### src/rtl/core_sequencer.sv
// ---------------------------------------------------------------------------
// core_sequencer
//   Multi-cycle control FSM for the rv32i core. It fetches an instruction into
//   the IR and holds it stable for the decoder/ALU. It then steps the
//   instruction through DECODE, EXEC, optional MEM and WB. Register/CSR write
//   strobes and the PC update happen only in the single WB cycle. The core
//   halts permanently (until reset) on an illegal instruction or on a bus
//   timeout.
//
// Parameters
//   RESET_PC     PC value loaded on reset
//   MEM_TIMEOUT  max ready-wait cycles on imem/dmem before bus error (>=1)
//
// Ports
//   clk_i           core clock
//   rst_ni          asynchronous active-low reset
//   imem_req_o      instruction fetch request
//   imem_addr_o     fetch address (always the architectural PC)
//   imem_ready_i    fetch complete, imem_rdata_i valid this cycle
//   imem_rdata_i    fetched instruction
//   instr_o         latched IR, drives the decoder
//   dec_illegal_i   decoder: unsupported opcode/funct3
//   dec_mem_i       decoder: load or store
//   dec_store_i     decoder: memory op is a store
//   dec_r_we_i      decoder: register write request
//   dec_csr_we_i    decoder: CSR write request
//   next_pc_i       datapath-computed next PC
//   pc_o            architectural PC
//   dmem_req_o      data access request
//   dmem_we_o       data access is a write (valid with dmem_req_o)
//   dmem_ready_i    data access complete
//   reg_we_o        register file write strobe
//   csr_we_o        CSR write strobe
//   retire_o        one-cycle pulse per completed instruction
//   instret_o       retired instruction count
//   halted_o        core stopped (sticky until reset)
//   bus_err_o       halt cause was a bus timeout (sticky until reset)
// ---------------------------------------------------------------------------
module core_sequencer #(
  parameter logic [31:0] RESET_PC    = 32'h0000_0000,
  parameter int unsigned MEM_TIMEOUT = 255
) (
  input  logic        clk_i,
  input  logic        rst_ni,
  output logic        imem_req_o,
  output logic [31:0] imem_addr_o,
  input  logic        imem_ready_i,
  input  logic [31:0] imem_rdata_i,
  output logic [31:0] instr_o,
  input  logic        dec_illegal_i,
  input  logic        dec_mem_i,
  input  logic        dec_store_i,
  input  logic        dec_r_we_i,
  input  logic        dec_csr_we_i,
  input  logic [31:0] next_pc_i,
  output logic [31:0] pc_o,
  output logic        dmem_req_o,
  output logic        dmem_we_o,
  input  logic        dmem_ready_i,
  output logic        reg_we_o,
  output logic        csr_we_o,
  output logic        retire_o,
  output logic [31:0] instret_o,
  output logic        halted_o,
  output logic        bus_err_o
);

  localparam int unsigned WaitW = $clog2(MEM_TIMEOUT + 1);
  localparam logic [WaitW-1:0] WaitMax = WaitW'(MEM_TIMEOUT);
  localparam logic [31:0] NopInstr = 32'h0000_0013;

  typedef enum logic [2:0] {
    S_IDLE,
    S_FETCH,
    S_DECODE,
    S_EXEC,
    S_MEM,
    S_WB,
    S_HALT
  } state_e;

  state_e           state_q, state_d;
  logic [31:0]      pc_q, pc_d;
  logic [31:0]      instr_q, instr_d;
  logic [31:0]      instret_q, instret_d;
  logic [WaitW-1:0] wait_q, wait_d;
  logic             bus_err_q, bus_err_d;

  // State and datapath-control registers. Reset is asynchronous so every
  // request and strobe (all decoded from state_q) drops the moment rst_ni falls.
  always_ff @(posedge clk_i or negedge rst_ni) begin
    if (!rst_ni) begin
      state_q   <= S_IDLE;
      pc_q      <= RESET_PC;
      instr_q   <= NopInstr;
      instret_q <= '0;
      wait_q    <= '0;
      bus_err_q <= 1'b0;
    end else begin
      state_q   <= state_d;
      pc_q      <= pc_d;
      instr_q   <= instr_d;
      instret_q <= instret_d;
      wait_q    <= wait_d;
      bus_err_q <= bus_err_d;
    end
  end

  // Next-state and output decode. Ready inputs are only looked at in the
  // state that owns the matching request, so a stray ready is ignored.
  // The wait counter is cleared whenever FETCH or MEM is entered.
  always_comb begin
    state_d    = state_q;
    pc_d       = pc_q;
    instr_d    = instr_q;
    instret_d  = instret_q;
    wait_d     = wait_q;
    bus_err_d  = bus_err_q;
    imem_req_o = 1'b0;
    dmem_req_o = 1'b0;
    dmem_we_o  = 1'b0;
    reg_we_o   = 1'b0;
    csr_we_o   = 1'b0;
    retire_o   = 1'b0;

    case (state_q)
      S_IDLE: begin
        state_d = S_FETCH;
        wait_d  = '0;
      end
      S_FETCH: begin
        imem_req_o = 1'b1;
        if (imem_ready_i) begin
          instr_d = imem_rdata_i;
          state_d = S_DECODE;
        end else if (wait_q == WaitMax) begin
          state_d   = S_HALT;
          bus_err_d = 1'b1;
        end else begin
          wait_d = wait_q + WaitW'(1);
        end
      end
      S_DECODE: begin
        state_d = dec_illegal_i ? S_HALT : S_EXEC;
      end
      S_EXEC: begin
        if (dec_mem_i) begin
          state_d = S_MEM;
          wait_d  = '0;
        end else begin
          state_d = S_WB;
        end
      end
      S_MEM: begin
        dmem_req_o = 1'b1;
        dmem_we_o  = dec_store_i;
        if (dmem_ready_i) begin
          state_d = S_WB;
        end else if (wait_q == WaitMax) begin
          state_d   = S_HALT;
          bus_err_d = 1'b1;
        end else begin
          wait_d = wait_q + WaitW'(1);
        end
      end
      S_WB: begin
        reg_we_o  = dec_r_we_i;
        csr_we_o  = dec_csr_we_i;
        retire_o  = 1'b1;
        pc_d      = next_pc_i;
        instret_d = instret_q + 32'd1;
        state_d   = S_FETCH;
        wait_d    = '0;
      end
      S_HALT: begin
        state_d = S_HALT;
      end
      default: begin
        state_d = S_HALT;
      end
    endcase
  end

  assign imem_addr_o = pc_q;
  assign instr_o     = instr_q;
  assign pc_o        = pc_q;
  assign instret_o   = instret_q;
  assign halted_o    = (state_q == S_HALT);
  assign bus_err_o   = bus_err_q;

endmodule

### config.mk
export PLATFORM = sky130hd
export DESIGN_NAME = core_sequencer
export DESIGN_NICKNAME = d
export VERILOG_FILES = /design/src/rtl/core_sequencer.sv
export SDC_FILE = /design/constraint.sdc
export NUM_CORES = 1
export LEC_CHECK = 0
export ABC_AREA = 1
export BUFFER_PORTS_ARGS = -buffer_cell sky130_fd_sc_hd__buf_2
export CORE_UTILIZATION = 48
export DETAILED_ROUTE_END_ITERATION = 10
export PLACE_DENSITY_LB_ADDON = 0.1
export SETUP_SLACK_MARGIN = 0.3
export SLEW_MARGIN = 20
export SYNTH_ARGS = -nofsm -noshare
export SYNTH_HDL_FRONTEND = slang
export SYNTH_SLANG_ARGS = --single-unit
export TNS_END_PERCENT = 30
### constraint.sdc
create_clock -name clk_i -period 1.95 [get_ports clk_i]
set_clock_uncertainty 0.15 [all_clocks]
set_input_delay 0.2925 -clock clk_i [delete_from_list [all_inputs] [get_ports clk_i]]
set_output_delay 0.2925 -clock clk_i [all_outputs]
set_load 0.01 [all_outputs]
### Word level (Yosys, flattened, before mapping)

Index checks and enable logic that the tools add are counted.
W data, S select, Z words.

| storage, ports and cells | value |
|---|---|
| register bits after elaboration | 108 |
| bits of input ports | 73 |
| output and inout bits | 136 |
| word-level logic and storage cells | 46 |

| cells by class | value |
|---|---|
| $add $sub $neg | 2 |
| eq/ne operators | 10 |
| muxes and demuxes | 21 |
| reductions and logical operators | 7 |

Operator list:

| operator | count |
|---|---|
| $add A32 B1 Y32 const B | 1 |
| $mux W8 | 4 |
| $pmux W8 S4 | 1 |
| $pmux W3 S5 | 1 |
| $mux W3 | 4 |
| $mux W1 | 10 |
| $eq A3 B3 Y1 const B | 3 |
| $add A8 B1 Y8 const B | 1 |
| $eq A8 B8 Y1 const B | 1 |
| $eq A3 B2 Y1 const B | 2 |
| $ne A2 B2 Y1 const B | 3 |
| $reduce_and A4 Y1 | 1 |
| $reduce_bool A4 Y1 | 1 |
| $eq A3 B1 Y1 const B | 1 |
| $logic_not A3 Y1 | 1 |
| $reduce_and A3 Y1 | 1 |
| $pmux W1 S2 | 1 |
| $reduce_and A2 Y1 | 1 |
| $reduce_bool A2 Y1 | 1 |
| $reduce_or A2 Y1 | 1 |

### Longest topological paths before layout

Gate-level depths: netlist (run 1).

| depth | value |
|---|---|
| depth in word-level cells | 4 |
| mapped depth | 10 |
| mapped depth without buffers | 9 |

### Worst setup path after synthesis (run 1)

Ideal clock, no wire load.

| timing path | value |
|---|---|
| path type | register to register |
| start | reg instret_q[1] (netlist: instret_o[1]) |
| end | reg instret_q[24] (netlist: instret_o[24]) |
| library setup time | 0.122 ns |
| arrival time | 1.413 ns |
| required time | 1.678 ns |
| setup slack | 0.265 ns |
| cell stages (with the launch flop) | 8 |
| path buffers | 0 |
| period minus slack after synthesis | 1.685 ns |
| cell sequence | dfrtp_1 ha_1 inv_1 nor2_1 nand3_1 nor2_1 nand2_1 xor2_1 |

| between the ends | value |
|---|---|
| longest elaborated chain between the ends | 1 |

RTL lines:

| element | line | source |
|---|---|---|
| start: declaration | 85 | `logic [31:0] instret_q, instret_d;` |
| start signal: assignment | 103 | `instret_q <= instret_d;` |
| $add A32 B1 Y32 | 171 | `instret_d = instret_q + 32'd1;` |

No other way between the ends.
A chain may end at the register's enable or synchronous reset.

### Worst setup path after layout (run 1)

| timing path | value |
|---|---|
| start | reg state_q[1] |
| end | out csr_we_o |

| between the ends | value |
|---|---|
| longest elaborated chain between the ends | 2 |

RTL lines:

| element | line | source |
|---|---|---|
| start: declaration | 82 | `state_e state_q, state_d;` |
| start signal: assignment | 100 | `state_q <= state_d;` |
| $eq A3 B3 Y1 | 126 | `case (state_q)` |
| $mux W1 | 126 |  |
| end: declaration | 61 | `output logic csr_we_o,` |

No other way between the ends.

==> results of run 1 <==
==> cell families (layout without fill, tap and decap cells) <==
family	count (synthesis)	count (layout)
and+or+nand+nor	380	381
DFF	108	108
buffers and inverters	93	357
xor gates and xnor gates	24	24
AOI/OAI and AO/OA	17	17
adders and majority gates	2	2
==> power groups by stage <==
stage	Clock (µW)	Combinational, µW	Sequential [µW]
2_1_floorplan	0	27.2	2350
3_3_place_gp	0	210	2330
3_5_place_dp	0	213	2330
4_1_cts	1400	314	2290
5_1_grt	1490	350	2300
6_report	1360	318	2290
==> routing by layer <==
metal	wire length, µm	global-route usage
met5	0	0
met4	261	0.0966
met3	758	0.0568
met2	6850	0.425
met1	5780	0.315
==> sequential cells by signal, summed over array words and instances, names as in the netlist <==
register and cells:
instr_o 32, instret_o 32, state_q 3, imem_addr_o 32, bus_err_o 1, wait_q 8
==> cell type report <==
type / count / area [µm²]
fillers: 799 / 3030
clock inverters: 2 / 16.3
well taps: 136 / 170
flip-flops and latches: 108 / 2710
repair buffers: 295 / 1940
inverters: 46 / 178
multi-input cells: 424 / 2050
clock buffers: 14 / 183
==> cells in the mapped netlist <==
master / n
dfrtp_1: 105
buf_2: 8
nor2_4: 1
or2_2: 2
ha_1: 2
xor2_1: 13
o21bai_1: 2
dfstp_2: 3
nor3_2: 1
clkbuf_1: 5
o21ai_1: 6
xnor2_1: 11
nand2_2: 2
o21ai_0: 5
nor3_1: 4
nand3_2: 2
nand2_1: 281
nor2_1: 42
inv_1: 42
o211ai_1: 1
o31ai_1: 1
inv_2: 4
nand3_1: 29
nand4_1: 14
nor2_2: 2
buf_6: 1
buf_4: 33
a31o_2: 1
a21oi_1: 1
==> worst paths after layout <==
path                               from              end  slack (ns)  depth (start not counted)
max                          state_q[1]         csr_we_o        0.18                          5
min                        imem_ready_i       state_q[0]        0.11                          4
max reg2reg                  state_q[2]        bus_err_o        0.28                          5
min reg2reg                  instr_o[0]       instr_o[0]        0.32                          2
max in group asynchronous        rst_ni  imem_addr_o[26]        0.82                          3
min in group asynchronous        rst_ni    instret_o[20]        0.27                          2
==> critical path, cell delays in order (launching register included) <==
cell and delay [ns]:
dfrtp_1 0.40, inv_2 0.11, nand3_4 0.11, buf_12 0.16
nor2_4 0.09, buf_6 0.10
==> metrics by stage <==
step	instances	setup slack [ns]	instance area, µm²	util
floorplan	624	0.341	5080	-
detailed placement	929	0.184	6060	0.589
CTS	1018	0.165	7050	0.686
finish	1025	0.185	7250	0.705
global placement	929	0.236	6060	0.589
global route	1025	0.109	7250	0.705
==> repair_timing <==
item | CTS | global route
resized for setup | 15 | 36
endpoints found under the setup margin | 29 | 66
hold endpoints to repair | 90 | 0
hold buffers | 65 | 0
buffers inserted | 7 | 6
pin swaps | 1 | 7
gates cloned | 1 | 1
==> out/qor.csv, run 1 <==
metric,value,unit
total iterations of the first detailed-routing run,4,
final wirelength,13.6,mm
remaining antenna violation count,0,
final hold vios,0,
multiplexer area fraction after synthesis,0,
Seq pwr share,0.578,
period utilisation layout,0.905,
largest family of logic cells by synthesized area,simple AND/OR/NAND/NOR gates,
post-route minimum period,1.77,ns
Syn Nets,699,
GPL Wtd Cong,0.879,
share of cells above drive strength 1,0.328,
compound-cell area share of the yosys netlist,0.0195,
Worst Hold Class,in2reg,
CTS max path bufs,2,
Max-Cap Viols,0,
final count of pins violating max slew,0,
GRT Total Usage,0.252,
critical path data required time,1.51,ns
IO buf count,208,
top area cells in the synthesized netlist,"dfrtp_1 (52%), nand2_1 (21%), buf_4 (4.9%), inv_1 (3.1%), nor2_1 (3.1%)",
first-iteration detailed-routing DRC count,237,
top-area cell type share of the netlist area,0.518,
Yosys top cell by area,dfrtp_1,
CTS tree,yes,
Crit Path Class,reg2out,
via count,4887,
Root Buffer Master,clkbuf_8,
NetSw,902,µW
Clock Pin Slew Worst Setup and Hold Paths,0.10,ns
internal power,3060,µW
DR vias/cell,4.77,
routed wire length per instance,13.3,µm
first-pass GRT wire length,22.2,mm
largest net degree at the start of global routing,40,
Clock Sinks,108,
Final setup viols,0,
critical path capture point type,output pin,
total power,3970,µW
maximum vdd drop,0.417,mV
Post-Synth XOR/XNOR Area,0.0414,
worst slew pin tran,0.545,ns
Fin Hold WS,0.114,ns
Netlist Area Pre-Place,5070,µm²
Post-Synth Adder-Cell Area,0.00493,
ANT cells,0,
post-synthesis instance total,624,
combinational share of power,0.080,
Syn. warnings,0,
die area,11000,µm²
Synth Area in Simple Gates,0.304,
Worst-Skew Late Latency,0.36,ns
Clock power frac,0.342,
most frequent cells in the layout,"nand2_1 (279), buf_2 (205), dfrtp_1 (103), dlygate4sd3_1 (65), inv_1 (41)",
NumNets Final,959,
"commonest non-fill, non-tap cell in the layout",nand2_1,
PwrDens,547,nW/µm²
Sw Ratio,0.227,
vias in the first global route,4797,
Setup Total Neg Slack,0,ns
DRC errors left,0,
outcome,"complete, no violations",
CP Max Fanout,4,
CP Launch Type,register,
initial antenna violation count,0,
Synth-to-Final Area Change,42.9,%
height of the die,105,µm
die width,105,µm
normalized max-slew margin,0.636,
grt total ovfl,0,
Initial Util,0.494,
crit path DAT,1.32,ns
row count,37,
Synth Register Bits,108,
RSZ-0062 raised after global routing,true,
"Distinct cells, synth",29,
achievable frequency,0.566,GHz
sequential share of the synthesized area,0.533,
H-tree depth reported by CTS,3,
P_leak,0.00381,µW
syn avg cell area,8.13,µm²
TritonCTS buffer count,9,
core footprint,10300,µm²
IO Pins,209,
DP Wirelength,8.77,mm
(Power assumes the default switching activity.)
==> run 2, diff against run 1 <==
- CELL_PAD_IN_SITES_DETAIL_PLACEMENT: default -> 1
- CELL_PAD_IN_SITES_GLOBAL_PLACEMENT: default -> 1
- CORE_UTILIZATION: 48 -> 34
==> run 2 against run 1 <==
  * Die area is 40% higher
  * Worst setup slack improved by 0.027 ns
  * Register-to-register slack got worse by 0.04 ns
  * Sequential share of layout area fell by 1.5 points
  * Fmax is 1.5% higher
  * Utilization fell by 18 points
  * Clock-buffer cell count down 5
  * Wire length rose by 18%
  * Worst hold slack got worse by 0.10 ns
  * Combinational power rose by 1%
  * Critical endpoint unchanged
==> out/qor.csv, run 2 (synthesized netlist as in run 1, its figures left out) <==
metric,value,unit,change
final count of pins violating max slew,0,,unchanged
CTS max path bufs,2,,unchanged
routed wire length per instance,15.0,µm,was 13.3 µm
worst hold path startpoint,imem_rdata_i[30],,was imem_ready_i
GRT Total Usage,0.214,,was 0.252
total power,4730,µW,was 3970 µW
period utilisation layout,0.892,,was 0.905
Finished Cell Area,7560,µm²,was 7250 µm²
via count,4963,,"was 4,887"
die area,15400,µm²,"was 11,000 µm²"
dpl cells,980,,was 929
Layout Cells excl Fill,1078,,"was 1,025"
TritonCTS buffer count,9,,unchanged
crit path DAT,1.30,ns,was 1.32 ns
reg2reg setup slack,0.24,ns,was 0.28 ns
CP max stage delay,0.40,ns,about the same
worst slew pin tran,0.581,ns,was 0.545 ns
DP Wirelength,10.7,mm,was 8.77 mm
Crit Path Class,reg2out,,unchanged
critical path capture point type,output pin,,unchanged
critical path data required time,1.51,ns,about the same
Clock Sinks,108,,unchanged
Worst Hold Class,in2reg,,unchanged
worst setup path startpoint,state_q[1],,unchanged
NumNets Final,964,,was 959
Clock Pin Slew Worst Setup and Hold Paths,0.07,ns,was 0.10 ns
DRC errors left,0,,unchanged
Fin Hold WS,0.0110,ns,was 0.114 ns
share of cells above drive strength 1,0.342,,was 0.328
Synth-to-Final Area Change,49.0,%,was 42.9%
largest net degree at the start of global routing,35,,was 40
P_leak,0.00395,µW,was 0.00381 µW
IO buf count,208,,unchanged
IO Pins,209,,unchanged
GPL Wtd Cong,0.817,,was 0.879
Initial Util,0.349,,was 0.494
PwrDens,625,nW/µm²,was 547 nW/µm²
first-iteration detailed-routing DRC count,153,,was 237
H-tree depth reported by CTS,3,,unchanged
"commonest non-fill, non-tap cell in the layout",nand2_1,,unchanged
CP Max Fanout,4,,unchanged
most frequent cells in the layout,"nand2_1 (277), buf_2 (203), dfrtp_1 (102), dlygate4sd3_1 (62), inv_1 (41)",,"was nand2_1 (279), buf_2 (205), dfrtp_1 (103), dlygate4sd3_1 (65), inv_1 (41)"
CP max-delay cell,dfrtp_1,,unchanged
row count,44,,was 37
final wirelength,16.1,mm,was 13.6 mm
post-route minimum period,1.74,ns,was 1.77 ns
die width,124,µm,was 105 µm
first-pass GRT wire length,25.3,mm,was 22.2 mm
CTS tree,yes,,unchanged
CP Cell Sequence,inv_2 > nand3_4 > buf_12 > nor2_4 > buf_6,,unchanged
height of the die,124,µm,was 105 µm
Root Buffer Master,clkbuf_16,,was clkbuf_8
grt total ovfl,0,,unchanged
core footprint,14500,µm²,"was 10,300 µm²"
DP Area,6150,µm²,was 6060 µm²
normalized max-slew margin,0.611,,was 0.636
total iterations of the first detailed-routing run,4,,unchanged
Final setup viols,0,,unchanged
outcome,"complete, no violations",,unchanged
CP Launch Type,register,,unchanged
Max-Cap Viols,0,,unchanged
Worst-Skew Late Latency,0.35,ns,was 0.36 ns
ANT cells,0,,unchanged
final hold vios,0,,unchanged
achievable frequency,0.575,GHz,was 0.566 GHz
vias in the first global route,5108,,"was 4,797"
initial antenna violation count,0,,unchanged
maximum vdd drop,0.453,mV,was 0.417 mV
RSZ-0062 raised after global routing,true,,unchanged
reg2reg start,state_q[1],,was state_q[2]
DR vias/cell,4.60,,was 4.77
remaining antenna violation count,0,,unchanged
Setup Total Neg Slack,0,ns,unchanged
[run 2: what timing repair did]
| action | CTS | global route |
|---|---|---|
| endpoints found under the setup margin | 43 | 70 |
| pin swaps | 2 | 9 |
| endpoints found under the hold margin | 80 | 0 |
| hold buffers | 62 | 0 |
| cloned | 2 | 1 |
| gates resized for setup | 30 | 32 |
| setup buffers | 10 | 7 |
[run 2: worst max-delay path: cells and delay by family, from the launching register on]
kind          cells  cell delay, ns
buf+inv           3            0.36
flops             1            0.40
simple gates      2            0.18
[run 2: path summary, 6_finish.rpt]
path / endpoint / cells past startpoint
worst max-delay path: csr_we_o / 5
worst min-delay path: instr_o[30] / 3
worst max register to register: bus_err_o / 6
worst min register to register: instr_o[4] / 2
max in group asynchronous: instr_o[4] / 3
min in group asynchronous: imem_addr_o[5] / 2
[run 2: final cells by class]
cell class                 count  area [µm²]
clock buffer                   9         225
fill                        1745        6970
multi-input combinational    424        2080
timing repair buffer         300        2030
clock inverter                 7         114
inverter                      46         178
sequential                   108        2710
tap                          184         230
[run 2: per-stage QoR]
stage	worst slack (ns)	utilization
floorplan	0.341	-
global placement	0.212	0.423
detailed placement	0.145	0.423
CTS	0.188	0.507
global route	0.130	0.520
finish	0.211	0.520
[run 2: layer usage]
metal / track usage / vias to the layer above / routed length (µm)
li1: - / 2426 / -
met1: 0.248 / 2394 / 6690
met2: 0.379 / 127 / 8250
met3: 0.0627 / 16 / 944
met4: 0.0580 / 0 / 237
met5: 0 / - / 0
[run 2: where the power goes]
part	total [µW]	internal, µW	switching (µW)
Combinational	322	180	142
Clock	2120	1250	861
Sequential	2290	2270	17.1
